$ cat src/rtl/text_memory_arbiter.sv
// Arbitrates the single-port program text memory between instruction fetch and the
// debug/loader port, with bounded fetch priority and a one-cycle registered response.
module text_memory_arbiter #(
    parameter logic [31:0] TEXT_BEGIN    = 32'h0000_0000,
    parameter logic [31:0] TEXT_END      = 32'h0000_FFFC,
    parameter int unsigned MAX_FETCH_RUN = 4
) (
    input  logic        clock,
    input  logic        reset_n,

    input  logic        fetch_req,
    input  logic [31:0] fetch_address,
    output logic        fetch_ready,
    output logic        fetch_valid,
    output logic [31:0] fetch_data,
    output logic        fetch_error,

    input  logic        dbg_req,
    input  logic        dbg_we,
    input  logic [31:0] dbg_address,
    input  logic [31:0] dbg_wdata,
    output logic        dbg_ready,
    output logic        dbg_valid,
    output logic [31:0] dbg_rdata,
    output logic        dbg_error,

    output logic [13:0] mem_address,
    output logic        mem_we,
    output logic [31:0] mem_wdata,
    input  logic [31:0] mem_q
);

    localparam logic [3:0] RUN_MAX = 4'(MAX_FETCH_RUN);

    typedef enum logic [1:0] {
        RESP_NONE,
        RESP_FETCH,
        RESP_DBG
    } resp_t;

    // Offset form keeps the range test a single unsigned compare even when TEXT_BEGIN is 0.
    function automatic logic is_legal(input logic [31:0] addr);
        return ((addr - TEXT_BEGIN) <= (TEXT_END - TEXT_BEGIN)) && (addr[1:0] == 2'b00);
    endfunction

    logic [3:0] run_cnt;
    logic       fetch_legal;
    logic       dbg_legal;

    resp_t      resp_p1;
    logic       illegal_p1;
    logic       write_p1;

    // ---- stage 0: grant and memory request ----
    assign fetch_legal = is_legal(fetch_address);
    assign dbg_legal   = is_legal(dbg_address);

    assign fetch_ready = fetch_req && !(dbg_req && (run_cnt == RUN_MAX));
    assign dbg_ready   = dbg_req && !fetch_ready;

    assign mem_address = dbg_ready ? dbg_address[15:2] : fetch_address[15:2];
    assign mem_we      = reset_n && dbg_ready && dbg_we && dbg_legal;
    assign mem_wdata   = dbg_wdata;

    always_ff @(posedge clock or negedge reset_n) begin
        if (!reset_n) begin
            resp_p1    <= RESP_NONE;
            illegal_p1 <= 1'b0;
            write_p1   <= 1'b0;
            run_cnt    <= 4'd0;
        end else begin
            if (fetch_ready) begin
                resp_p1    <= RESP_FETCH;
                illegal_p1 <= !fetch_legal;
                write_p1   <= 1'b0;
            end else if (dbg_ready) begin
                resp_p1    <= RESP_DBG;
                illegal_p1 <= !dbg_legal;
                write_p1   <= dbg_we;
            end else begin
                resp_p1    <= RESP_NONE;
                illegal_p1 <= 1'b0;
                write_p1   <= 1'b0;
            end

            if (!dbg_req || dbg_ready) begin
                run_cnt <= 4'd0;
            end else if (fetch_ready && (run_cnt != RUN_MAX)) begin
                run_cnt <= run_cnt + 4'd1;
            end
        end
    end

    // ---- stage 1: response, memory data arrives one cycle after the grant ----
    assign fetch_valid = (resp_p1 == RESP_FETCH);
    assign fetch_error = fetch_valid && illegal_p1;
    assign fetch_data  = (fetch_valid && !illegal_p1) ? mem_q : 32'd0;

    assign dbg_valid   = (resp_p1 == RESP_DBG);
    assign dbg_error   = dbg_valid && illegal_p1;
    assign dbg_rdata   = (dbg_valid && !illegal_p1 && !write_p1) ? mem_q : 32'd0;

endmodule

$ cat config.mk
export PLATFORM = sky130hd
export DESIGN_NAME = text_memory_arbiter
export DESIGN_NICKNAME = d
export VERILOG_FILES = /design/src/rtl/text_memory_arbiter.sv
export SDC_FILE = /design/constraint.sdc
export NUM_CORES = 1
export LEC_CHECK = 0
export CAP_MARGIN = 20
export CORE_AREA = 2 2 96 98
export CTS_CLUSTER_SIZE = 14
export DETAILED_ROUTE_END_ITERATION = 7
export DIE_AREA = 0 0 98 100
export PLACE_DENSITY_LB_ADDON = 0.05
export SYNTH_ARGS = -nofsm -noshare
export SYNTH_HDL_FRONTEND = slang
export SYNTH_SLANG_ARGS = --single-unit
export TNS_END_PERCENT = 50
$ cat constraint.sdc
create_clock -name clock -period 2 [get_ports clock]
set_input_delay 0.2 -clock clock [delete_from_list [all_inputs] [get_ports clock]]
set_output_delay 0.2 -clock clock [all_outputs]
set_load 0.02 [all_outputs]
== After elaboration in Yosys (flattened, before gate mapping) ==
Cells that the tools add are included.
W data, S select, Z words.

* Divide/modulo/power cells: 0
* $add $sub $neg: 1
* Mux-type cells: 11
* Equal/unequal tests: 4
* Bitwise operators: 0
* Shift operators: 0
* Multipliers: 0
* Reductions and logical operators: 25
* $lt $le $gt $ge: 2

{| class="wikitable"
|+ Operators with widths
! cell !! count
|-
| $le A32 B16 Y1 const B || 2
|-
| $mux W32 || 2
|-
| $logic_and A1 B1 Y1 || 14
|-
| $mux W14 || 1
|-
| $mux W4 || 2
|-
| $logic_not A1 Y1 || 7
|-
| $add A4 B1 Y4 const B || 1
|-
| $eq A4 B3 Y1 const B || 1
|-
| $logic_not A2 Y1 || 2
|-
| $mux W1 || 4
|-
| $mux W2 || 2
|-
| $ne A4 B3 Y1 const B || 1
|-
| $eq A2 B1 Y1 const B || 1
|-
| $eq A2 B2 Y1 const B || 1
|-
| $reduce_bool A2 Y1 || 1
|-
| $logic_or A1 B1 Y1 || 1
|}

* Bits of input ports: 133
* Logic and storage cells: 47
* Bits in latches: 0
* Memory bits (read-only): 0
* Register bits after elaboration: 8
* Memories: 0
* Memory bits (writable): 0

== Depth between registers and ports, before layout ==
* Depth after elaboration: 9
* Gate-level depth with buffers: 7

== Worst setup path after synthesis ==
No wires, ideal clock.

* Path type: register to output
* From: register resp_p1[0]
* To: output port dbg_rdata[10]
* Slack: 415 ps
* Cell stages (with the launch flop): 5
* Arrival time: 1385 ps
* Buffers on the path: 1
* Required time: 1800 ps
* Path through: dfrtp_1 > nor2b_4 > nor3b_1 > clkbuf_2 > and2_1

* Cells in the longest elaborated chain, start to end: 4

{| class="wikitable"
|+ RTL lines
! item !! line !! RTL
|-
| start, declared || 50 || <nowiki>resp_t resp_p1;</nowiki>
|-
| start signal, assigned || 67 || <nowiki>resp_p1 <= RESP_NONE;</nowiki>
|-
| start signal, assigned || 73 || <nowiki>resp_p1 <= RESP_FETCH;</nowiki>
|-
| start signal, assigned || 77 || <nowiki>resp_p1 <= RESP_DBG;</nowiki>
|-
| $eq A2 B2 Y1 || 99 || <nowiki>assign dbg_valid = (resp_p1 == RESP_DBG);</nowiki>
|-
| named net dbg_valid || 23 || <nowiki>output logic dbg_valid,</nowiki>
|-
| $logic_and A1 B1 Y1 (2 in series) || 101 || <nowiki>assign dbg_rdata = (dbg_valid && !illegal_p1 && !write_p1) ? mem_q : 32'd0;</nowiki>
|-
| $mux W32 || 101 ||
|-
| end, declared || 24 || <nowiki>output logic [31:0] dbg_rdata,</nowiki>
|}

The timed path passes the listed nets, and every way through them passes these cells.

== Worst setup path after layout ==
* From: input port dbg_address[31]
* To: output port mem_we

* Cells in the longest elaborated chain, start to end: 3

{| class="wikitable"
|+ RTL lines
! item !! line !! RTL
|-
| start, declared || 20 || <nowiki>input logic [31:0] dbg_address,</nowiki>
|-
| $le A32 B16 Y1 || 43 || <nowiki>return ((addr - TEXT_BEGIN) <= (TEXT_END - TEXT_BEGIN)) && (addr[1:0] == 2'b00);</nowiki>
|-
| $logic_and A1 B1 Y1 || 43 ||
|-
| $logic_and A1 B1 Y1 || 62 || <nowiki>assign mem_we = reset_n && dbg_ready && dbg_we && dbg_legal;</nowiki>
|-
| end, declared || 28 || <nowiki>output logic mem_we,</nowiki>
|}

Every way passes these cells.

==> out/metrics.cfg <==
[logic_synthesis]
ys_types = 28
ys_warn_count = 0
async_reset_ff_frac = 1.00
synthFlopType = dfrtp_1
synth_cells = 164
ys_seq_area_frac = 0.150
synth_fp_nets = 299
ys_ff_latch = 8
synth_edf_count = 0
syn-cell-area_sq_um = 1340
synth_area_per_cell_sq_um = 8.16

[clock_tree]
clock_latency_ns = 0.23
cts.clk_slew.worst_paths_ns = 0.04
cts.sinks = 8
cts_tree = yes
cts_buffer_depth = 2
holdBufCountCts = 0
root_buffer = clkbuf_8
htree_num_levels = 1
cts_buffers = 3

[power]
power.leakage_nw = 1.59
pwr-share-clk = 0.227
peakVddDrop_v = 0.000129
power.switching_mw = 0.251
power_frac_seq = 0.204
p_int_mw = 0.603
power.density_nw_per_um2 = 273
switching_share = 0.294
comb_power_share = 0.569

[worst_setup_path]
cp_max_fo = 2
cp-end-kind = primary output
required_ns = 1.80
r2r-end = illegal_p1$_DFF_PN0_
r2r_setup_slack_ns = 0.60
rr_startpoint = run_cnt[1]$_DFFE_PN0P_
crit_path_start_kind = input pin
setup.worst_path.class = input pin to primary output
crit_arrival_ns = 1.77
r2r_cells = 7

[timing]
holdWs_ns = 0.306
setup_ws_ns = 0.0259
skew_ns = 0.00497
fin_crit_sh = 0.987
setup_viol = 0
rsz0062_at_grt = true
final_max_slew_viol_count = 0
min_period_ns = 1.97
hold_viol = 0
relSlewSlack = 0.824
worst_pin_slew_ns = 0.261
fmax_mhz = 507

[cells_and_area]
layout-drive-gt1-share = 0.166
finish.utilization = 0.352
syn2layout_area_growth_pct = 133
fillerInstances = 956
antenna_cells = 0
final_area_sq_um = 3130
layout_commonest_cell = clkdlybuf4s50_1
layout_common_cells = 104 x clkdlybuf4s50_1, 66 x and2_1, 65 x dlygate4sd2_1
final_nets = 463
finalNonFillerCells = 437

[detailed_routing]
ant_nets = 0
wl_um = 5300
vias = 1712
drtPass1Iterations = 4
vias_per_cell = 3.92
drt-initial-drc-count = 7
routedWlPerCell_um = 12.1
drc_errors = 0

[global_routing]
grt_max_degree = 33
antenna_found_initial = 0
grt_pass1_wl_um = 8180
gr-total-overflow = 0
grtUsageTotal = 0.102
grt_pass1_vias = 1699

[placement]
portBuffers = 185
place_area_sq_um = 3150
dp_hpwl_um = 4600
dp.cells = 432
gp_congestion = 0.733
dp_slack_ns = -0.447

[floorplanning]
ios = 250
rows = 35
dieArea_sq_um = 9800
die_x_um = 98
fp.dieH_um = 100
start_util = 0.151
core-area_sq_um = 8890

[status]
status = finished clean

[job]
max_cap_viol_count = 0

[min_path]
hold_path.class = input pin to asynchronous set/reset pin

[sequential cells by signal, indices dropped and copies added, names as in the netlist]
register	cells
run_cnt	4
resp_p1	2
illegal_p1	1
write_p1	1
[cells in the mapped netlist, types with 2 or more instances]
cell,number,area [sq um]
and2_1,66,413
buf_4,32,240
dfrtp_1,8,200
mux2_2,7,78.8
mux2_4,7,105
nor4_1,7,43.8
inv_1,5,18.8
clkbuf_1,3,11.3
clkbuf_2,3,15.0
nand3_1,3,15.0
nor2_1,3,11.3
and2b_1,2,15.0
and3_1,2,12.5
ha_1,2,25.0
[power groups by stage]
stage          sequential (mW)  combinational (mW)  clock [mW]
2_1_floorplan            0.175               0.261           0
3_3_place_gp             0.175               0.515           0
3_5_place_dp             0.176               0.513           0
4_1_cts                  0.174               0.493       0.199
5_1_grt                  0.175               0.523       0.210
6_report                 0.174               0.486       0.194
[kinds of logic (layout without fill, tap and decap cells)]
logic type               count (synthesis)  after routing  share of synthesized area
AO/OA/AOI/OAI                            1              1                    0.00468
XOR/XNOR                                 2              2                     0.0131
adder cells (fa/ha/maj)                  2              2                     0.0187
buffers and inverters                   44            205                      0.221
flip-flops                               8              8                      0.150
multiplexers                            14             14                      0.137
AND/OR/NAND/NOR                         93             94                      0.455
[worst max-delay path by stage]
stage                     slack, ns  cells past startpoint       endpoint            startpoint
after detailed placement      -0.45                      5         mem_we       dbg_address[31]
after CTS                     -0.16                      5         mem_we       dbg_address[31]
after floorplan                0.42                      4  dbg_rdata[10]  resp_p1[0]$_DFF_PN0_
final                          0.03                      5         mem_we       dbg_address[31]
after global routing          -0.09                      5         mem_we       dbg_address[31]
after global placement        -0.46                      5         mem_we       dbg_address[31]
[layout make-up]
class,count,area (sq um),share of cell area
inverter,5,18.8,0.00600
clock buffer,3,41.3,0.0132
multi-input combinational,113,890,0.285
timing repair buffer,197,1840,0.588
sequential,8,200,0.0641
tap,111,139,0.0444
[worst max-delay path, cell delays in order]
cell and delay [ns]:
clkdlybuf4s50_1 0.40, or4_4 0.54, nor4_4 0.26, and3_1 0.20
clkbuf_2 0.17
[per-layer routing]
metal / vias to the layer above / track usage / routed length (um)
met5: - / 0 / 0
met4: 0 / 0.0385 / 74
met3: 7 / 0.0474 / 819
met2: 139 / 0.184 / 2670
met1: 742 / 0.104 / 1740
li1: 824 / - / -
[metrics by stage]
stage | setup TNS (ns) | total power, mW
floorplan | 0 | 0.435
global placement | -3.61 | 0.690
detailed placement | -3.24 | 0.688
CTS | -0.164 | 0.866
global route | -0.116 | 0.908
finish | 0 | 0.854
[what timing repair did]
item | 4_1_cts | 5_1_grt
resized for setup | 115 | 33
pin swaps | 2 | 4
buffers inserted | 0 | 1
endpoints found under the setup margin | 80 | 16
cloned | 1 | 0
Note: power is estimated with default switching activity, not from simulation.
==> variant 1 (same settings) <==
Put a register stage on the output `dbg_rdata`, without a reset. The value now appears one clock later. The other outputs are not delayed to match.
--- a/src/rtl/text_memory_arbiter.sv
+++ b/src/rtl/text_memory_arbiter.sv
@@ -99,5 +99,7 @@
     assign dbg_valid   = (resp_p1 == RESP_DBG);
     assign dbg_error   = dbg_valid && illegal_p1;
-    assign dbg_rdata   = (dbg_valid && !illegal_p1 && !write_p1) ? mem_q : 32'd0;
+    always_ff @(posedge clock) begin
+        dbg_rdata <= (dbg_valid && !illegal_p1 && !write_p1) ? mem_q : 32'd0;
+    end
 
 endmodule
Formal check against the unedited RTL: not equivalent (a bounded check fails within 4 cycles, from zero or initial values and one cycle with reset_n low).
==> variant 1 against the unedited design <==
Worst hold slack worse by 0.034 ns; clock power grew to 2.5 times the old value; final cell count is 8.9% higher; core utilization is 8.6 points higher; design area is 24% higher; critical path type is now flip-flop to output port; sequential cell count is 32 higher; non-clock buffer count is 3 higher; largest power group is now registers; area after synthesis is 48% higher; power is 110% higher; first-iteration DRC count grew to 3.4 times the old value; setup slack worse by 0.0078 ns; wire length is 28% higher.
==> variant 1: results (changes against the unedited design) <==
- Int Pwr: 1.36 mW (+130%)
- Routed vias/inst: 4.01 (+2.3%)
- NumNets Final: 500 (+8.0%)
- Biggest regs: dbg_rdata: 32 flops, run_cnt: 4 flops, resp_p1: 2 flops
- Layout cells sized above 1: 17.5% (+0.97 points)
- Actual slew at the worst max-slew pin: 0.294 ns (+0.0327 ns)
- Global Route met1 Usage: 15.6% (+5.2 points)
- Total GRT Usage: 13.0% (+2.8 points)
- Slowest cell on the critical path: dfrtp_1
- DRT Wirelength: 6800 µm (+28%)
- Critical path peak fanout: 4 (+2)
- Met3 GRT Util: 4.32% (-0.42 points)
- Flop pwr share: 45.2% (+25 points)
- Crit Path Class: flip-flop to output port
- Xor/xnor cell area share of the yosys netlist: 0.885% (-0.42 points)
- Mux contribution to synthesized area: 9.29% (-4.4 points)
- Sequential-to-total area share from yosys stat: 42.5% (+28 points)
- Asr flop ratio synth: 20.0% (-80 points)
- Initial drt markers: 24 (+17)
- Post-synth cell types: 29 (+3.6%)
- Syn_nets: 331 (+11%)
- Peak VDD IR: 0.000262 V (+100%)
- Post-synthesis adder-cell area fraction: 1.26% (-0.60 points)
- Final Wtd Congestion: 0.703 (-4.1%)
- Area post-placement: 0.00380 mm² (+21%)
- Status: complete, no violations
- CP max stage delay: 0.40 ns (-0.14 ns)
- Leading post-synthesis cells by cell area: dfxtp_1, and2_1, buf_4
- Post-Layout Cell Count: 476 (+8.9%)
- Clock Skew: 0.00529 ns (+0.000312 ns)
- Post-Place Setup Slack: -0.386 ns (+0.0606 ns)
- Synth Area per Inst: 10.1 µm² (+24%)
- First-pass GRT wire length: 9880 µm (+21%)
- H-tree Lvls: 2 (+1)
- Most used DFF post-synth: dfxtp_1
- CTS Buf Count: 5 (+2)
- Worst-path clk slew: 0.07 ns (+0.03 ns)
- Clk_lat worst skew: 0.28 ns (+0.05 ns)
variant 1: cell type report:
cell class	instances	area, µm²	area share [%]
Inverter	5	18.8	0.482
Multi-Input combinational cell	113	903	23.2
Tap cell	111	139	3.57
Sequential cell	40	841	21.6
Clock inverter	1	5.00	0.129
Clock buffer	6	72.6	1.86
Timing Repair Buffer	200	1910	49.1
variant 1: repair_timing:
item | CTS | global route
buffers inserted | 0 | 3
gates resized for setup | 103 | 30
endpoints found under the hold margin | 0 | 0
gates cloned | 1 | 0
endpoints found under the setup margin | 49 | 26
pin swaps | 2 | 3
variant 1: layer usage:
| metal | routed length [µm] | vias up |
|---|---|---|
| met2 | 3420 | 118 |
| met3 | 576 | 30 |
| met5 | 0 | - |
| li1 | - | 934 |
| met4 | 168 | 0 |
| met1 | 2630 | 825 |
variant 1: critical path, delay by kind of cell (launching register included):
family	cells	cell delay (ns)
and+or+nand+nor	4	0.67
DFF	1	0.40
buffers and inverters	3	0.31
adders and majority gates	1	0.13
==> variant 2 (config.mk and constraints unchanged) <==
Without the edit above. `TEXT_END`: 32'h0000_FFFC -> 32'h0000BFFD.
--- a/src/rtl/text_memory_arbiter.sv
+++ b/src/rtl/text_memory_arbiter.sv
@@ -3,5 +3,5 @@
 module text_memory_arbiter #(
     parameter logic [31:0] TEXT_BEGIN    = 32'h0000_0000,
-    parameter logic [31:0] TEXT_END      = 32'h0000_FFFC,
+    parameter logic [31:0] TEXT_END      = 32'h0000BFFD,
     parameter int unsigned MAX_FETCH_RUN = 4
 ) (
Behaviour: not the same (a bounded check fails within 4 cycles, from zero or initial values and one cycle with reset_n low).
==> variant 2 against the unedited design <==
Critical path type is now flip-flop to output port; sequential share of layout area down 0.096 points; maximum frequency shrank 0.69%; first-iteration DRC count decreased by 71%; setup slack lost 0.014 ns; via count grew 2.3%; area after synthesis decreased by 3.8%; sequential cell count unchanged; power is 2.1% lower; design area increased by 1.5%; combinational power fell by 1%; critical path depth increased by 4; wire length increased by 3.6%; synthesized cell count unchanged; critical endpoint is now mem_address[11].
==> variant 2: results (changes against the unedited design) <==
- Layout cells sized above 1: 18.3% (+1.7 points)
- Port bufs: 185 (unchanged)
- Actual slew at the worst max-slew pin: 0.368 ns (+0.107 ns)
- Detailed placement HPWL: 4910 µm (+6.6%)
- Total GRT Usage: 9.99% (-0.25 points)
- Status: complete, no violations
- Delay-heaviest family, CP: buffers and inverters
- Final Core Density: 35.7% (+0.53 points)
- Critical path arrival: 1.79 ns (+0.02 ns)
- Initial drt markers: 2 (-5)
- Asr flop ratio synth: 100% (unchanged)
- Clock Skew: 0.00352 ns (-0.00145 ns)
- WL/cell: 12.3 µm (+1.7%)
- Worst-path clk slew: 0.04 ns (about the same)
- Via Count: 1751 (+2.3%)
- Commonest cells post-synth: and2_1, buf_4, mux2_2
- First-pass GRT wire length: 8190 µm (+0.17%)
- WL met3: 923 µm (+13%)
- Sequential-to-total area share from yosys stat: 15.5% (+0.60 points)
- Flop pwr share: 20.7% (+0.3 points)
- Most used DFF post-synth: dfrtp_1
- NumNets Final: 471 (+1.7%)
- Switching pwr: 0.235 mW (-6.3%)
- DRT Wirelength: 5490 µm (+3.6%)
- Leading post-synthesis cells by cell area: and2_1, buf_4, dfrtp_1
- Area post-placement: 0.00317 mm² (+0.67%)
- Slowest cell on the critical path: dfrtp_1
- WL met1: 2000 µm (+15%)
- Synth warn: 0 (unchanged)
- # fillers: 956 (unchanged)
- Post-synth cell types: 26 (-7.1%)
- Largest net degree at the start of global routing: 33 (unchanged)
- P_leak: 1.64 nW (+3.0%)
- Final Wtd Congestion: 0.714 (-2.6%)
- Post-Place Setup Slack: -0.629 ns (-0.182 ns)
- Number of global-route vias before repair: 1671 (-1.6%)
- Ant. Diodes: 0 (unchanged)
- CTS Buf Count: 3 (unchanged)
- Peak VDD IR: 0.000137 V (+6.0%)
- Number of antenna violations at the first check in global routing: 0 (unchanged)
- Syn_nets: 299 (unchanged)
- Sw Ratio: 28.2% (-1.2 points)
- Top Metal Used: met4
- Critical path peak fanout: 8 (+6)
- Clk buf depth: 2 (unchanged)
- Hold Path Class: input pin to async pin
- Cells after DPL: 437 (+1.2%)
- CP max stage delay: 0.37 ns (-0.17 ns)
- Cell count after synthesis: 164 (unchanged)
- Clk_lat worst skew: around 0.22 ns
- Clk network pwr share: 21.8% (-0.9 points)
- H-tree Lvls: 1 (unchanged)
- Met2 WL: 2550 µm (-4.5%)
- Biggest regs: run_cnt: 4 flops, resp_p1: 2 flops
## variant 2: cell count changes after synthesis, moves of 2 or more
cell,delta
mux2_2,+7
mux2_4,-7
clkbuf_1,+3
clkbuf_2,-3
nor2b_1,+3
and2b_1,-2
nand3_1,-2
## variant 2: path summary, 6_finish.rpt
check | from | end | slack [ns] | cells after the start
min reg2reg | run_cnt[0]$_DFFE_PN0P_ | run_cnt[0]$_DFFE_PN0P_ | 0.54 | 2
max | run_cnt[0]$_DFFE_PN0P_ | mem_address[11] | 0.01 | 9
max in group asynchronous | reset_n | illegal_p1$_DFF_PN0_ | 1.57 | 2
min | reset_n | run_cnt[1]$_DFFE_PN0P_ | 0.30 | 2
min in group clock | dbg_wdata[12] | mem_wdata[12] | 0.40 | 0
max reg2reg | run_cnt[0]$_DFFE_PN0P_ | run_cnt[1]$_DFFE_PN0P_ | 0.64 | 8
## variant 2: final cells by class
cell class,instances,area share [%]
Inverter,5,0.591
Tap cell,111,4.38
Timing Repair Buffer,206,61.1
Multi-Input combinational cell,112,26.3
Sequential cell,8,6.31
Clock buffer,3,1.30
## variant 2: cells by family (layout without fill, tap and decap cells)
logic type / after synthesis / after routing / synth area share, %
simple gates: 90 / 90 / 43.6
buf+inv: 44 / 214 / 22.3
mux: 14 / 14 / 12.2
flops: 8 / 8 / 15.5
compound gates: 4 / 4 / 3.01
fa+ha+maj: 2 / 2 / 1.94
xor+xnor: 2 / 2 / 1.36
## variant 2: per-layer routing
metal / global-route usage [%] / vias to the layer above
li1: - / 845
met1: 11.0 / 742
met2: 17.4 / 162
met3: 5.36 / 2
met4: 1.60 / 0
met5: 0 / -
## variant 2: timing repair
action,4_1_cts,5_1_grt
endpoints found under the setup margin,81,5
pin swaps,2,4
buffers inserted,3,2
gates resized for setup,132,14
